<file path="src/rtl/framebuffer_write_arbiter_if.sv">
// Bundles the requester write beats, grant status and framebuffer write port
// shared by the drawing engines and framebuffer_write_arbiter.
interface framebuffer_write_arbiter_if #(
    parameter int NUM_REQ = 4,
    parameter int ADDR_W  = 19,
    parameter int DATA_W  = 3
);
    logic [NUM_REQ-1:0]        req;
    logic [NUM_REQ*ADDR_W-1:0] req_waddr;
    logic [NUM_REQ*DATA_W-1:0] req_wdata;
    logic [NUM_REQ-1:0]        req_wen;
    logic [NUM_REQ-1:0]        grant;
    logic [2:0]                grant_id;
    logic                      busy;
    logic [ADDR_W-1:0]         mem_waddr;
    logic [DATA_W-1:0]         mem_wdata;
    logic                      mem_wenable;
    logic [NUM_REQ-1:0]        timeout;

    modport master (
        output req, req_waddr, req_wdata, req_wen,
        input  grant, grant_id, busy, mem_waddr, mem_wdata, mem_wenable, timeout
    );

    modport slave (
        input  req, req_waddr, req_wdata, req_wen,
        output grant, grant_id, busy, mem_waddr, mem_wdata, mem_wenable, timeout
    );
endinterface

</file>
<file path="src/rtl/framebuffer_write_arbiter.sv">
// Round-robin, non-preemptive arbiter for the single VGA framebuffer write port,
// with a hold watchdog. Define FB_PRIORITY_EN to give requester 0 fixed top priority.
module framebuffer_write_arbiter #(
    parameter int NUM_REQ  = 4,
    parameter int ADDR_W   = 19,
    parameter int DATA_W   = 3,
    parameter int MAX_HOLD = 4096
) (
    input  logic                             clock,
    input  logic                             resetn,
    framebuffer_write_arbiter_if.slave       bus
);
    localparam int HOLD_W = (MAX_HOLD > 2) ? $clog2(MAX_HOLD) : 1;
    localparam logic [HOLD_W-1:0] HOLD_LAST = HOLD_W'(MAX_HOLD - 1);
    localparam logic [HOLD_W-1:0] HOLD_ONE  = {{(HOLD_W-1){1'b0}}, 1'b1};
    localparam logic [NUM_REQ-1:0] REQ_ONE  = {{(NUM_REQ-1){1'b0}}, 1'b1};

    typedef enum logic [0:0] {
        ST_IDLE  = 1'b0,
        ST_GRANT = 1'b1
    } state_t;

    state_t              state_r,       state_nxt_s;
    logic [2:0]          last_r,        last_nxt_s;
    logic [HOLD_W-1:0]   hold_r,        hold_nxt_s;
    logic [NUM_REQ-1:0]  lockout_r,     lockout_nxt_s;
    logic [NUM_REQ-1:0]  timeout_r,     timeout_nxt_s;
    logic [NUM_REQ-1:0]  grant_r,       grant_nxt_s;
    logic [2:0]          grant_id_r,    grant_id_nxt_s;
    logic                busy_r,        busy_nxt_s;
    logic [ADDR_W-1:0]   mem_waddr_r,   mem_waddr_nxt_s;
    logic [DATA_W-1:0]   mem_wdata_r,   mem_wdata_nxt_s;
    logic                mem_wenable_r, mem_wenable_nxt_s;

    logic [NUM_REQ-1:0]  elig_s;
    logic [NUM_REQ-1:0]  rr_elig_s;
    logic                hi_found_s, lo_found_s, pick_found_s, pick_prio_s;
    logic [2:0]          hi_idx_s, lo_idx_s, pick_idx_s;
    logic                req_g_s, wen_g_s;
    logic [ADDR_W-1:0]   sel_waddr_s;
    logic [DATA_W-1:0]   sel_wdata_s;

    // Arbitration pick: first eligible index above the pointer, else the first one from 0.
    always_comb begin
        elig_s = bus.req & ~lockout_r;
`ifdef FB_PRIORITY_EN
        rr_elig_s = elig_s & ~REQ_ONE;
`else
        rr_elig_s = elig_s;
`endif
        hi_found_s = 1'b0;
        hi_idx_s   = 3'd0;
        lo_found_s = 1'b0;
        lo_idx_s   = 3'd0;
        for (int i = 0; i < NUM_REQ; i++) begin
            hi_idx_s   = (rr_elig_s[i] && (i > int'(last_r)) && !hi_found_s) ? 3'(i) : hi_idx_s;
            hi_found_s = hi_found_s | (rr_elig_s[i] && (i > int'(last_r)));
            lo_idx_s   = (rr_elig_s[i] && !lo_found_s) ? 3'(i) : lo_idx_s;
            lo_found_s = lo_found_s | rr_elig_s[i];
        end
        pick_found_s = hi_found_s | lo_found_s;
        pick_idx_s   = hi_found_s ? hi_idx_s : lo_idx_s;
        pick_prio_s  = 1'b0;
`ifdef FB_PRIORITY_EN
        // The screen clearer wins outright and leaves the pointer alone.
        pick_prio_s  = elig_s[0];
        pick_found_s = pick_found_s | elig_s[0];
        pick_idx_s   = elig_s[0] ? 3'd0 : pick_idx_s;
`endif
    end

    // Grantee's request, write enable and beat, selected by the one-hot grant.
    always_comb begin
        req_g_s     = |(bus.req & grant_r);
        wen_g_s     = |(bus.req_wen & grant_r);
        sel_waddr_s = {ADDR_W{1'b0}};
        sel_wdata_s = {DATA_W{1'b0}};
        for (int i = 0; i < NUM_REQ; i++) begin
            sel_waddr_s = sel_waddr_s | (bus.req_waddr[i*ADDR_W +: ADDR_W] & {ADDR_W{grant_r[i]}});
            sel_wdata_s = sel_wdata_s | (bus.req_wdata[i*DATA_W +: DATA_W] & {DATA_W{grant_r[i]}});
        end
    end

    // Next-state and registered-output logic of the grant FSM.
    always_comb begin
        state_nxt_s       = state_r;
        last_nxt_s        = last_r;
        hold_nxt_s        = hold_r;
        lockout_nxt_s     = lockout_r & bus.req;
        timeout_nxt_s     = timeout_r;
        grant_nxt_s       = grant_r;
        grant_id_nxt_s    = grant_id_r;
        busy_nxt_s        = busy_r;
        mem_waddr_nxt_s   = mem_waddr_r;
        mem_wdata_nxt_s   = mem_wdata_r;
        mem_wenable_nxt_s = 1'b0;
        case (state_r)
            ST_IDLE: begin
                if (pick_found_s) begin
                    state_nxt_s    = ST_GRANT;
                    grant_nxt_s    = REQ_ONE << pick_idx_s;
                    grant_id_nxt_s = pick_idx_s;
                    busy_nxt_s     = 1'b1;
                    hold_nxt_s     = {HOLD_W{1'b0}};
                    last_nxt_s     = pick_prio_s ? last_r : pick_idx_s;
                end else begin
                    state_nxt_s    = ST_IDLE;
                end
            end
            ST_GRANT: begin
                if (!req_g_s) begin
                    // Release takes precedence over a coincident watchdog expiry.
                    state_nxt_s    = ST_IDLE;
                    grant_nxt_s    = {NUM_REQ{1'b0}};
                    grant_id_nxt_s = 3'd0;
                    busy_nxt_s     = 1'b0;
                end else if (hold_r == HOLD_LAST) begin
                    state_nxt_s    = ST_IDLE;
                    grant_nxt_s    = {NUM_REQ{1'b0}};
                    grant_id_nxt_s = 3'd0;
                    busy_nxt_s     = 1'b0;
                    timeout_nxt_s  = timeout_r | grant_r;
                    lockout_nxt_s  = lockout_nxt_s | grant_r;
                end else begin
                    hold_nxt_s = hold_r + HOLD_ONE;
                    if (wen_g_s) begin
                        mem_waddr_nxt_s   = sel_waddr_s;
                        mem_wdata_nxt_s   = sel_wdata_s;
                        mem_wenable_nxt_s = 1'b1;
                    end else begin
                        mem_wenable_nxt_s = 1'b0;
                    end
                end
            end
            default: begin
                state_nxt_s    = ST_IDLE;
                grant_nxt_s    = {NUM_REQ{1'b0}};
                grant_id_nxt_s = 3'd0;
                busy_nxt_s     = 1'b0;
            end
        endcase
    end

    // State and output registers, cleared asynchronously.
    always_ff @(posedge clock or negedge resetn) begin
        if (!resetn) begin
            state_r       <= ST_IDLE;
            last_r        <= 3'(NUM_REQ - 1);
            hold_r        <= {HOLD_W{1'b0}};
            lockout_r     <= {NUM_REQ{1'b0}};
            timeout_r     <= {NUM_REQ{1'b0}};
            grant_r       <= {NUM_REQ{1'b0}};
            grant_id_r    <= 3'd0;
            busy_r        <= 1'b0;
            mem_waddr_r   <= {ADDR_W{1'b0}};
            mem_wdata_r   <= {DATA_W{1'b0}};
            mem_wenable_r <= 1'b0;
        end else begin
            state_r       <= state_nxt_s;
            last_r        <= last_nxt_s;
            hold_r        <= hold_nxt_s;
            lockout_r     <= lockout_nxt_s;
            timeout_r     <= timeout_nxt_s;
            grant_r       <= grant_nxt_s;
            grant_id_r    <= grant_id_nxt_s;
            busy_r        <= busy_nxt_s;
            mem_waddr_r   <= mem_waddr_nxt_s;
            mem_wdata_r   <= mem_wdata_nxt_s;
            mem_wenable_r <= mem_wenable_nxt_s;
        end
    end

    assign bus.grant       = grant_r;
    assign bus.grant_id    = grant_id_r;
    assign bus.busy        = busy_r;
    assign bus.mem_waddr   = mem_waddr_r;
    assign bus.mem_wdata   = mem_wdata_r;
    assign bus.mem_wenable = mem_wenable_r;
    assign bus.timeout     = timeout_r;
endmodule

</file>
<file path="src/flat_wrapper.sv">
// flat-port wrapper written by rule: the top's interface ports become plain ports
module framebuffer_write_arbiter_flat 
#(
    parameter int NUM_REQ  = 4,
    parameter int ADDR_W   = 19,
    parameter int DATA_W   = 3,
    parameter int MAX_HOLD = 4096
)
  (clock, resetn, bus_req, bus_req_waddr, bus_req_wdata, bus_req_wen, bus_grant, bus_grant_id, bus_busy, bus_mem_waddr, bus_mem_wdata, bus_mem_wenable, bus_timeout);
  framebuffer_write_arbiter_if #(.NUM_REQ(NUM_REQ), .ADDR_W(ADDR_W), .DATA_W(DATA_W)) bus_i ();
  input  logic clock;
  input  logic resetn;
  input wire logic [$bits(bus_i.req)-1:0] bus_req;
  input wire logic [$bits(bus_i.req_waddr)-1:0] bus_req_waddr;
  input wire logic [$bits(bus_i.req_wdata)-1:0] bus_req_wdata;
  input wire logic [$bits(bus_i.req_wen)-1:0] bus_req_wen;
  output wire logic [$bits(bus_i.grant)-1:0] bus_grant;
  output wire logic [$bits(bus_i.grant_id)-1:0] bus_grant_id;
  output wire logic [$bits(bus_i.busy)-1:0] bus_busy;
  output wire logic [$bits(bus_i.mem_waddr)-1:0] bus_mem_waddr;
  output wire logic [$bits(bus_i.mem_wdata)-1:0] bus_mem_wdata;
  output wire logic [$bits(bus_i.mem_wenable)-1:0] bus_mem_wenable;
  output wire logic [$bits(bus_i.timeout)-1:0] bus_timeout;
  assign bus_i.req = bus_req;
  assign bus_i.req_waddr = bus_req_waddr;
  assign bus_i.req_wdata = bus_req_wdata;
  assign bus_i.req_wen = bus_req_wen;
  assign bus_grant = bus_i.grant;
  assign bus_grant_id = bus_i.grant_id;
  assign bus_busy = bus_i.busy;
  assign bus_mem_waddr = bus_i.mem_waddr;
  assign bus_mem_wdata = bus_i.mem_wdata;
  assign bus_mem_wenable = bus_i.mem_wenable;
  assign bus_timeout = bus_i.timeout;
  framebuffer_write_arbiter #(.NUM_REQ(NUM_REQ), .ADDR_W(ADDR_W), .DATA_W(DATA_W), .MAX_HOLD(MAX_HOLD)) u_core (.clock(clock), .resetn(resetn), .bus(bus_i));
endmodule
</file>
<file path="config.mk">
export PLATFORM = sky130hd
export DESIGN_NAME = framebuffer_write_arbiter_flat
export DESIGN_NICKNAME = d
export VERILOG_FILES = /design/src/rtl/framebuffer_write_arbiter_if.sv /design/src/rtl/framebuffer_write_arbiter.sv /design/src/flat_wrapper.sv
export SDC_FILE = /design/constraint.sdc
export NUM_CORES = 1
export LEC_CHECK = 0
export CAP_MARGIN = 20
export CORE_ASPECT_RATIO = 0.7
export CORE_MARGIN = 3
export CORE_UTILIZATION = 29
export CTS_CLUSTER_SIZE = 40
export DETAILED_ROUTE_END_ITERATION = 12
export GPL_TIMING_DRIVEN = 0
export PLACE_DENSITY = 0.63
export SYNTH_ARGS = -nofsm -noshare
export SYNTH_HDL_FRONTEND = slang
export SYNTH_SLANG_ARGS = --single-unit
export TNS_END_PERCENT = 20
</file>
<file path="constraint.sdc">
create_clock -name clock -period 1.8 [get_ports clock]
set_clock_uncertainty 0.15 [all_clocks]
set_input_delay 0.36 -clock clock [delete_from_list [all_inputs] [get_ports clock]]
set_output_delay 0.36 -clock clock [all_outputs]
set_load 0.02 [all_outputs]
</file>
==> results.cfg, run 1 <==
[synthesis]
avgSynthCellArea_sq_um = 11.0
ys_seq_elements = 53
synth_edf_count = 0
synth_cell_types = 54
synthFlopType = dfrtp_1
synth_cells = 264
yosys_warnings = 0
seq_area_frac_synth_pct = 45.6
syn_area_sq_um = 2910
syn-num-nets = 363
synthArstFlopShare_pct = 100

[min_path]
hold_start = bus_req[3]
hold_class = in -> reg

[finish]
nets = 513
drive_gt1_share_pct = 16.6
instances_no_fill = 539
n_antenna_cell = 0
fin_area_sq_um = 4800
syn_to_final_growth_pct = 64.7

[detailed_routing]
drt_iter0_drc = 167
ant_nets = 0
finalWirelength_microns = 10100
drt_pass1_iterations = 4
vias = 2819
wl_per_cell_microns = 18.7
viasPerCell = 5.23
drc = 0

[clock_network]
cts_num_sinks = 53
cts_root_buffer = clkbuf_16
numCtsBuffers = 5
clkTransAtPathRegs_ns = 0.07
clock_path_buffers = 2
cts_max_level = 2
cts_tree = done
clkLatencyLatePin_ns = 0.29

[timing]
fin_ws_ns = -0.148
fin_crit_sh_pct = 108
slew_viol_final = 0
maxSlewHeadroom_pct = 50.7
final.setup.tns_ns = -3.45
finalHoldViolations = 0
period_minus_slack_ns = 1.95
tightest_slew_ns = 0.739
whs_ns = 0.305
setup_viol = 37
max_freq_ghz = 0.513
rsz0062_at_grt = true

[floorplanning]
dieArea_sq_um = 11300
die_w_microns = 126
rows = 29
io-pin-count = 133
coreArea_sq_um = 9400
start_util_pct = 31.0
die_y_microns = 89.8

[worst_setup_path]
cp-startpoint = u_core.hold_r[1]
critPathKind = reg -> reg
start_kind = flip-flop
cp_max_fo = 10
crit_arrival_ns = 1.97
reg2reg_setup_slack_ns = -0.15
r2r_start = u_core.hold_r[1]
end_kind = flip-flop
worstPathRequired_ns = 1.82

[flow_run]
maxCapViolations = 0

[grt]
grt_pass1_vias = 2831
grt_max_degree = 35
grt_overflow_total = 0
grt_pass1_wl_microns = 15600
grtUsageTotal_pct = 17.2
grt_antenna_before_repair = 0

[placement]
pre_cts_slack_ns = -0.506
hpwl_microns = 7440
placed_cell_area_sq_um = 4420
port_buffers = 131
gp_congestion = 0.837
dp.cells = 520

[pwr]
leakagePower_uw = 0.00243
power_density_nw_per_um2 = 1290
peakVddDrop_v = 0.000567

[outcome]
outcome = finished, violations left
violations = negative setup slack
==> timing repair <==
| item | 4_1_cts | 5_1_grt |
|---|---|---|
| gates resized for setup | 11 | 39 |
| buffers inserted | 2 | 7 |
| pin swaps | 11 | 2 |
| hold buffers | 1 | 0 |
| setup endpoints to repair | 47 | 70 |
| gates cloned | 0 | 1 |
| hold endpoints to repair | 18 | 0 |
==> cell families after synthesis <==
kind of cell | count (synthesis) | synth area share (%)
AOI/OAI and AO/OA | 95 | 26.5
and+or+nand+nor | 66 | 13.0
DFF | 53 | 45.6
muxes | 26 | 9.88
buffers and inverters | 22 | 4.47
adders and majority gates | 1 | 0.430
other | 1 | 0.129
==> through the flow <==
stage	power, uW	util (%)
floorplan	3600	-
global placement	4960	46.9
detailed placement	5000	47.0
CTS	6050	49.1
global route	6580	51.0
finish	6180	51.0
==> cells in the mapped netlist (3+ instances only) <==
cell / count / area, sq um
o31ai_1: 4 / 30.0
or4_1: 3 / 22.5
a21o_1: 5 / 37.5
nand2b_1: 4 / 25.0
buf_1: 4 / 15.0
mux2_1: 19 / 214
o21ai_0: 4 / 20.0
inv_1: 4 / 15.0
nor2b_1: 4 / 25.0
buf_4: 4 / 30.0
dfrtp_1: 51 / 1280
nand3_1: 7 / 35.0
a22oi_1: 46 / 345
a22o_1: 8 / 70.1
nand2_1: 32 / 120
a21oi_1: 4 / 20.0
clkbuf_1: 5 / 18.8
nand4_1: 3 / 18.8
mux2_2: 3 / 33.8
o211ai_1: 4 / 30.0
and4_4: 3 / 33.8
mux2i_1: 4 / 40.0
==> cell type report <==
class                   instances  area (sq um)
repair buffers                143          1480
clock buffers                   8           146
well taps                     124           155
plain buffers                  18           150
fillers                       828          4600
multi-input cells             189          1520
inverters                       4          15.0
flip-flops and latches         53          1330
==> worst max-delay path, stage by stage (launching register included) <==
cell and delay (ns):
dfrtp_1 0.40, ha_2 0.22, and4_4 0.28, nand4_4 0.13
nand3_4 0.18, buf_12 0.16, mux2_1 0.32
==> layer usage <==
metal / track usage, % / wire length [microns] / up-vias
met2: 26.5 / 4620 / 117
met1: 24.5 / 4530 / 1372
met4: 2.32 / 34 / 0
met3: 5.09 / 868 / 4
met5: 0 / 0 / -
li1: - / - / 1326
==> cells in the final DEF, fill, tap and decap left out, drive strengths merged, types with 6 or more instances in the layout <==
cell	instances
clkdlybuf4s50	105
dfrtp	51
a22oi	46
nand2	32
buf	25
dlymetal6s2s	22
mux2	22
clkbuf	14
a22o	10
nand3	8
o21ai	6
==> power breakdown <==
group / leakage (uW) / total, uW / internal (uW) / switching, uW
sequential: 0.000699 / 1800 / 1580 / 213
combinational: 0.00166 / 3440 / 1650 / 1780
clock: 0.0000712 / 950 / 555 / 395
==> worst paths after layout <==
kind / endpoint / cells past startpoint
setup / recovery: u_core.bus.mem_wdata[2] / 6
hold / removal: u_core.lockout_r[3] / 2
min in group asynchronous: u_core.bus.timeout[1] / 2
hold reg to reg: u_core.bus.timeout[3] / 1
max in group asynchronous: u_core.last_r[0] / 3
setup reg to reg: u_core.bus.mem_wdata[2] / 6
==> sequential cells by signal, summed over array words and instances (netlist names), 2 cells and up <==
name                  cells
u_core.bus.grant_id       2
u_core.bus.mem_waddr     19
u_core.hold_r            12
u_core.bus.timeout        4
u_core.bus.grant          4
u_core.lockout_r          4
u_core.bus.mem_wdata      3
u_core.last_r             2
Power figures use the tool's default switching activity.
==> run 2: changes to the inputs <==
--- a/config.mk
+++ b/config.mk
@@ -6,13 +6,15 @@
 export NUM_CORES = 1
 export LEC_CHECK = 0
 export CAP_MARGIN = 20
+export CELL_PAD_IN_SITES_DETAIL_PLACEMENT = 1
+export CELL_PAD_IN_SITES_GLOBAL_PLACEMENT = 1
 export CORE_ASPECT_RATIO = 0.7
 export CORE_MARGIN = 3
-export CORE_UTILIZATION = 29
+export CORE_UTILIZATION = 28
 export CTS_CLUSTER_SIZE = 40
 export DETAILED_ROUTE_END_ITERATION = 12
 export GPL_TIMING_DRIVEN = 0
-export PLACE_DENSITY = 0.63
+export PLACE_DENSITY = 0.78
 export SYNTH_ARGS = -nofsm -noshare
 export SYNTH_HDL_FRONTEND = slang
 export SYNTH_SLANG_ARGS = --single-unit
==> results.cfg, run 2 (synthesis gave the netlist of run 1 again) <==
[worst_setup_path]
end_kind = flip-flop
crit_arrival_ns = 2.00
critPathKind = reg -> reg
path_buf_inv = 2
path_cells = ha_4 > and4_4 > nand4_4 > nand3_4 > buf_6 > buf_8 > mux2_4
cp_top_family = simple AND/OR/NAND/NOR gates
max_stage_delay_ns = 0.41
crit_slowest_cell = dfrtp_1
worstPathRequired_ns = 1.83
start_kind = flip-flop
cp_max_fo = 5

[clock_network]
cts_max_level = 2
cts_root_buffer = clkbuf_16
clkLatencyLatePin_ns = 0.30
clock_path_buffers = 2
cts_num_sinks = 53
cts_tree = done
numCtsBuffers = 5
clkTransAtPathRegs_ns = 0.07

[finish]
layout_commonest_cell = clkdlybuf4s50_1
seqCellArea_sq_um = 1330
fin_area_sq_um = 5120
nets = 532
n_antenna_cell = 0
multi_input_area_sq_um = 1610
drive_gt1_share_pct = 24.9
syn_to_final_growth_pct = 75.8
largest_register_ffs = 19
n_fill_cell = 1054
final_cell_mix = 97 x clkdlybuf4s50_1, 47 x dfrtp_1, 45 x a22oi_1, 31 x nand2_1, 27 x buf_4

[timing]
setup_viol = 43
rsz0062_at_grt = true
fin_crit_sh_pct = 109
fin_ws_ns = -0.164
period_minus_slack_ns = 1.96
slew_viol_final = 0
max_freq_ghz = 0.509
maxSlewHeadroom_pct = 53.5
tightest_slew_ns = 0.698
whs_ns = 0.268
finalHoldViolations = 0

[detailed_routing]
drc = 0
viasPerCell = 5.38
wl_per_cell_microns = 21.4
finalWirelength_microns = 12000
ant_nets = 0
vias = 3024
drt_pass1_iterations = 4
drt_iter0_drc = 143

[grt]
grt_antenna_before_repair = 0
grt_pass1_vias = 3379
grtUsageTotal_pct = 19.9
grt_overflow_total = 0
grt_max_degree = 34
grt_pass1_wl_microns = 18200

[floorplanning]
die_y_microns = 91.3
coreArea_sq_um = 9910
rows = 30
dieArea_sq_um = 11700
start_util_pct = 29.4
io-pin-count = 133
die_w_microns = 128

[pwr]
peakVddDrop_v = 0.000555
leakagePower_uw = 0.00267
power_density_nw_per_um2 = 1340

[flow_run]
maxCapViolations = 0

[outcome]
outcome = finished, violations left
violations = negative setup slack

[placement]
placed_cell_area_sq_um = 4420
hpwl_microns = 8270
gp_congestion = 0.811
port_buffers = 131

[min_path]
hold_class = in -> reg
## run 2: timing repair
action | CTS | global route
setup buffers | 21 | 6
resized for setup | 41 | 47
pin swaps | 15 | 8
hold endpoints to repair | 18 | 0
endpoints found under the setup margin | 54 | 74
cloned | 2 | 0
hold buffers | 1 | 0
## run 2: worst paths after layout
kind	slack, ns	end	depth (start not counted)	from
hold reg to reg	0.31	u_core.bus.timeout[2]	1	u_core.bus.timeout[2]
setup reg to reg	-0.16	u_core.bus.mem_wdata[0]	7	u_core.hold_r[0]
hold / removal	0.27	u_core.lockout_r[0]	2	bus_req[0]
min in group asynchronous	0.41	u_core.bus.mem_waddr[0]	2	resetn
setup / recovery	-0.16	u_core.bus.mem_wdata[0]	7	u_core.hold_r[0]
max in group asynchronous	0.51	u_core.bus.mem_waddr[11]	3	resetn
## run 2: report_power, final
part	leakage [uW]	total, uW	internal, uW	switching (uW)
Sequential	0.000699	1830	1580	248
Clock	0.0000841	1140	696	447
Combinational	0.00189	3870	1910	1960
## run 2: per-stage QoR
| step | setup WS (ns) | cells | util [%] | total power, uW | setup TNS, ns |
|---|---|---|---|---|---|
| after detailed placement | -0.608 | 524 | 44.6 | 5040 | -23.61 |
| final | -0.164 | 562 | 51.7 | 6850 | -4.47 |
| after global routing | -0.225 | 562 | 51.7 | 7250 | -7.18 |
| after global placement | -1.71 | 523 | 44.5 | 4920 | -101.25 |
| after floorplan | -0.0931 | 264 | - | 3600 | -1.90 |
| after CTS | -0.157 | 556 | 49.9 | 6730 | -3.92 |
## run 2: area by class of cell
type / instances / area share (%)
timing repair buffer: 162 / 32.7
inverter: 4 / 0.293
clock buffer: 7 / 2.79
clock inverter: 1 / 0.587
multi-input combinational: 189 / 31.4
buffer: 18 / 3.05
sequential: 53 / 26.1
tap: 128 / 3.13
## run 2: per-layer routing
| layer | GRT usage, % | vias up | part of all wire [%] |
|---|---|---|---|
| met5 | 0 | - | 0 |
| met4 | 5.65 | 0 | 1.3 |
| met3 | 3.88 | 15 | 6.1 |
| met2 | 34.2 | 95 | 51 |
| met1 | 25.3 | 1549 | 41 |
| li1 | - | 1365 | - |
## run 2: worst reg2reg max path, delay by kind of cell (launching register included)
kind | cells | cell delay [ns]
fa+ha+maj | 1 | 0.16
buf+inv | 2 | 0.25
flops | 1 | 0.41
mux | 1 | 0.31
simple gates | 3 | 0.56
==> run 3: changes to the inputs <==
--- a/config.mk
+++ b/config.mk
@@ -6,15 +6,16 @@
 export NUM_CORES = 1
 export LEC_CHECK = 0
 export CAP_MARGIN = 20
-export CELL_PAD_IN_SITES_DETAIL_PLACEMENT = 1
-export CELL_PAD_IN_SITES_GLOBAL_PLACEMENT = 1
+export CELL_PAD_IN_SITES_DETAIL_PLACEMENT = 2
+export CELL_PAD_IN_SITES_GLOBAL_PLACEMENT = 2
 export CORE_ASPECT_RATIO = 0.7
 export CORE_MARGIN = 3
-export CORE_UTILIZATION = 28
+export CORE_UTILIZATION = 22
 export CTS_CLUSTER_SIZE = 40
 export DETAILED_ROUTE_END_ITERATION = 12
 export GPL_TIMING_DRIVEN = 0
-export PLACE_DENSITY = 0.78
+export PLACE_DENSITY = 0.77
+export SLEW_MARGIN = 30
 export SYNTH_ARGS = -nofsm -noshare
 export SYNTH_HDL_FRONTEND = slang
 export SYNTH_SLANG_ARGS = --single-unit
==> results.cfg, run 3 (synthesis gave the netlist of run 1 again) <==
[finish]
drive_gt1_share_pct = 22.9
n_antenna_cell = 0
nets = 530
largest_register_ffs = 19
syn_to_final_growth_pct = 74.6
final_cell_mix = 94 x clkdlybuf4s50_1, 47 x dfrtp_1, 45 x a22oi_1, 32 x nand2_1, 23 x buf_4
layout_commonest_cell = clkdlybuf4s50_1

[floorplanning]
start_util_pct = 23.0
die_w_microns = 144
io-pin-count = 133
coreArea_sq_um = 12700
dieArea_sq_um = 14700
die_y_microns = 102
rows = 34

[placement]
pre_cts_slack_ns = -0.593
gp_congestion = 0.786
port_buffers = 131
hpwl_microns = 9250

[detailed_routing]
drt_iter0_drc = 104
wl_per_cell_microns = 23.0
drt_pass1_iterations = 6
ant_nets = 0
vias = 3018
viasPerCell = 5.08
drc = 0
finalWirelength_microns = 13600

[clock_network]
cts_max_level = 2
numCtsBuffers = 5
clkLatencyLatePin_ns = 0.30
cts_num_sinks = 53
cts_tree = done
clkTransAtPathRegs_ns = 0.08
cts_root_buffer = clkbuf_16
clock_path_buffers = 2

[pwr]
p_switching_uw = 2780
power_density_nw_per_um2 = 1340
pwr-share-seq_pct = 27.3
peakVddDrop_v = 0.000528
pwr-share-clk_pct = 14.9
swShare_pct = 40.8
leakagePower_uw = 0.00257
p_int_uw = 4040
combinationalPowerShare_pct = 57.8

[grt]
grt_overflow_total = 0
grt_pass1_wl_microns = 20300
grt_antenna_before_repair = 0
grt_pass1_vias = 3434
grt_max_degree = 28
grtUsageTotal_pct = 18.2

[timing]
setup_viol = 43
rsz0062_at_grt = true
final.setup.tns_ns = -5.02
max_freq_ghz = 0.499
finalHoldViolations = 0
slew_viol_final = 0
fin_ws_ns = -0.205
period_minus_slack_ns = 2.01
tightest_slew_ns = 0.730
fin_crit_sh_pct = 111
maxSlewHeadroom_pct = 51.3

[worst_setup_path]
start_kind = flip-flop
cp_max_fo = 7
critPathKind = reg -> reg
r2r-end = u_core.bus.mem_waddr[9]
reg2reg_setup_slack_ns = -0.21
r2r_cells = 7
r2r_start = u_core.bus.grant[0]
worstPathRequired_ns = 1.83
end_kind = flip-flop
crit_arrival_ns = 2.03

[min_path]
hold_start = u_core.bus.timeout[0]
holdPathStages = 1
worstHoldEndpoint = u_core.bus.timeout[0]
hold_class = reg -> reg

[outcome]
violations = negative setup slack
outcome = finished, violations left

[flow_run]
maxCapViolations = 0
-- run 3: cell count changes in the layout (fill, tap and decap cells not counted), sizes merged --
| cell | change |
|---|---|
| buf | -1 |
| bufinv | -1 |
| clkbuf | +1 |
| clkdlybuf4s50 | -3 |
| dlygate4sd2 | +8 |
| dlymetal6s2s | -6 |
-- run 3: through the flow --
stage | area [sq um] | utilization, % | power, uW | instances | hold WS (ns)
after global placement | 4450 | 35.1 | 4990 | 557 | 0.289
final | 5080 | 40.1 | 6820 | 594 | 0.302
after global routing | 5080 | 40.1 | 7210 | 594 | 0.329
after floorplan | 2940 | - | 3600 | 264 | -0.0856
after detailed placement | 4470 | 35.2 | 5130 | 558 | 0.162
after CTS | 4990 | 39.4 | 6750 | 591 | 0.308
-- run 3: what timing repair did --
item,CTS,global route
setup endpoints to repair,65,71
cloned,2,0
hold buffers,1,0
endpoints found under the hold margin,24,0
pin swaps,19,6
gates resized for setup,56,30
buffers inserted,22,5
-- run 3: power by group through the flow --
stage          logic (uW)  registers, uW  clock network (uW)
5_1_grt              4220           1910                1080
4_1_cts              3890           1820                1040
3_5_place_dp         3290           1840                   0
3_3_place_gp         3190           1800                   0
2_1_floorplan        1430           2170                   0
6_report             3940           1860                1020
-- run 3: area by class of cell --
type	count	area, sq um
plain buffers	16	128
inverters	4	15.0
repair buffers	162	1680
multi-input cells	189	1580
flip-flops and latches	53	1330
clock buffers	8	146
fillers	1323	7590
well taps	162	203
-- run 3: worst max path at each step --
| stage | start | to | slack (ns) | cells past startpoint |
|---|---|---|---|---|
| after global routing | u_core.bus.grant[1] | u_core.bus.mem_waddr[9] | -0.27 | 8 |
| after detailed placement | bus_req[1] | u_core.bus.mem_waddr[9] | -0.59 | 6 |
| after global placement | resetn | u_core.bus.grant[3] | -1.79 | 1 |
| final | u_core.bus.grant[0] | u_core.bus.mem_waddr[9] | -0.21 | 7 |
| after floorplan | u_core.bus.grant[2] | u_core.bus.mem_waddr[0] | -0.09 | 6 |
| after CTS | u_core.bus.grant[1] | u_core.bus.mem_waddr[9] | -0.19 | 7 |
-- run 3: routing by layer --
layer | GRT usage, % | share of wire, % | vias to the layer above
met3 | 3.79 | 5.0 | 18
met2 | 31.2 | 50 | 88
met5 | 0 | 0 | -
li1 | - | - | 1357
met4 | 4.49 | 1.7 | 0
met1 | 23.8 | 43 | 1555
-- run 3: worst max-delay path, cell delays in order (launching register included) --
cell     delay [ns]
dfrtp_2        0.42
buf_8          0.14
a22o_4         0.23
o21a_4         0.21
nand3_4        0.14
buf_12         0.14
buf_8          0.13
mux2_4         0.31
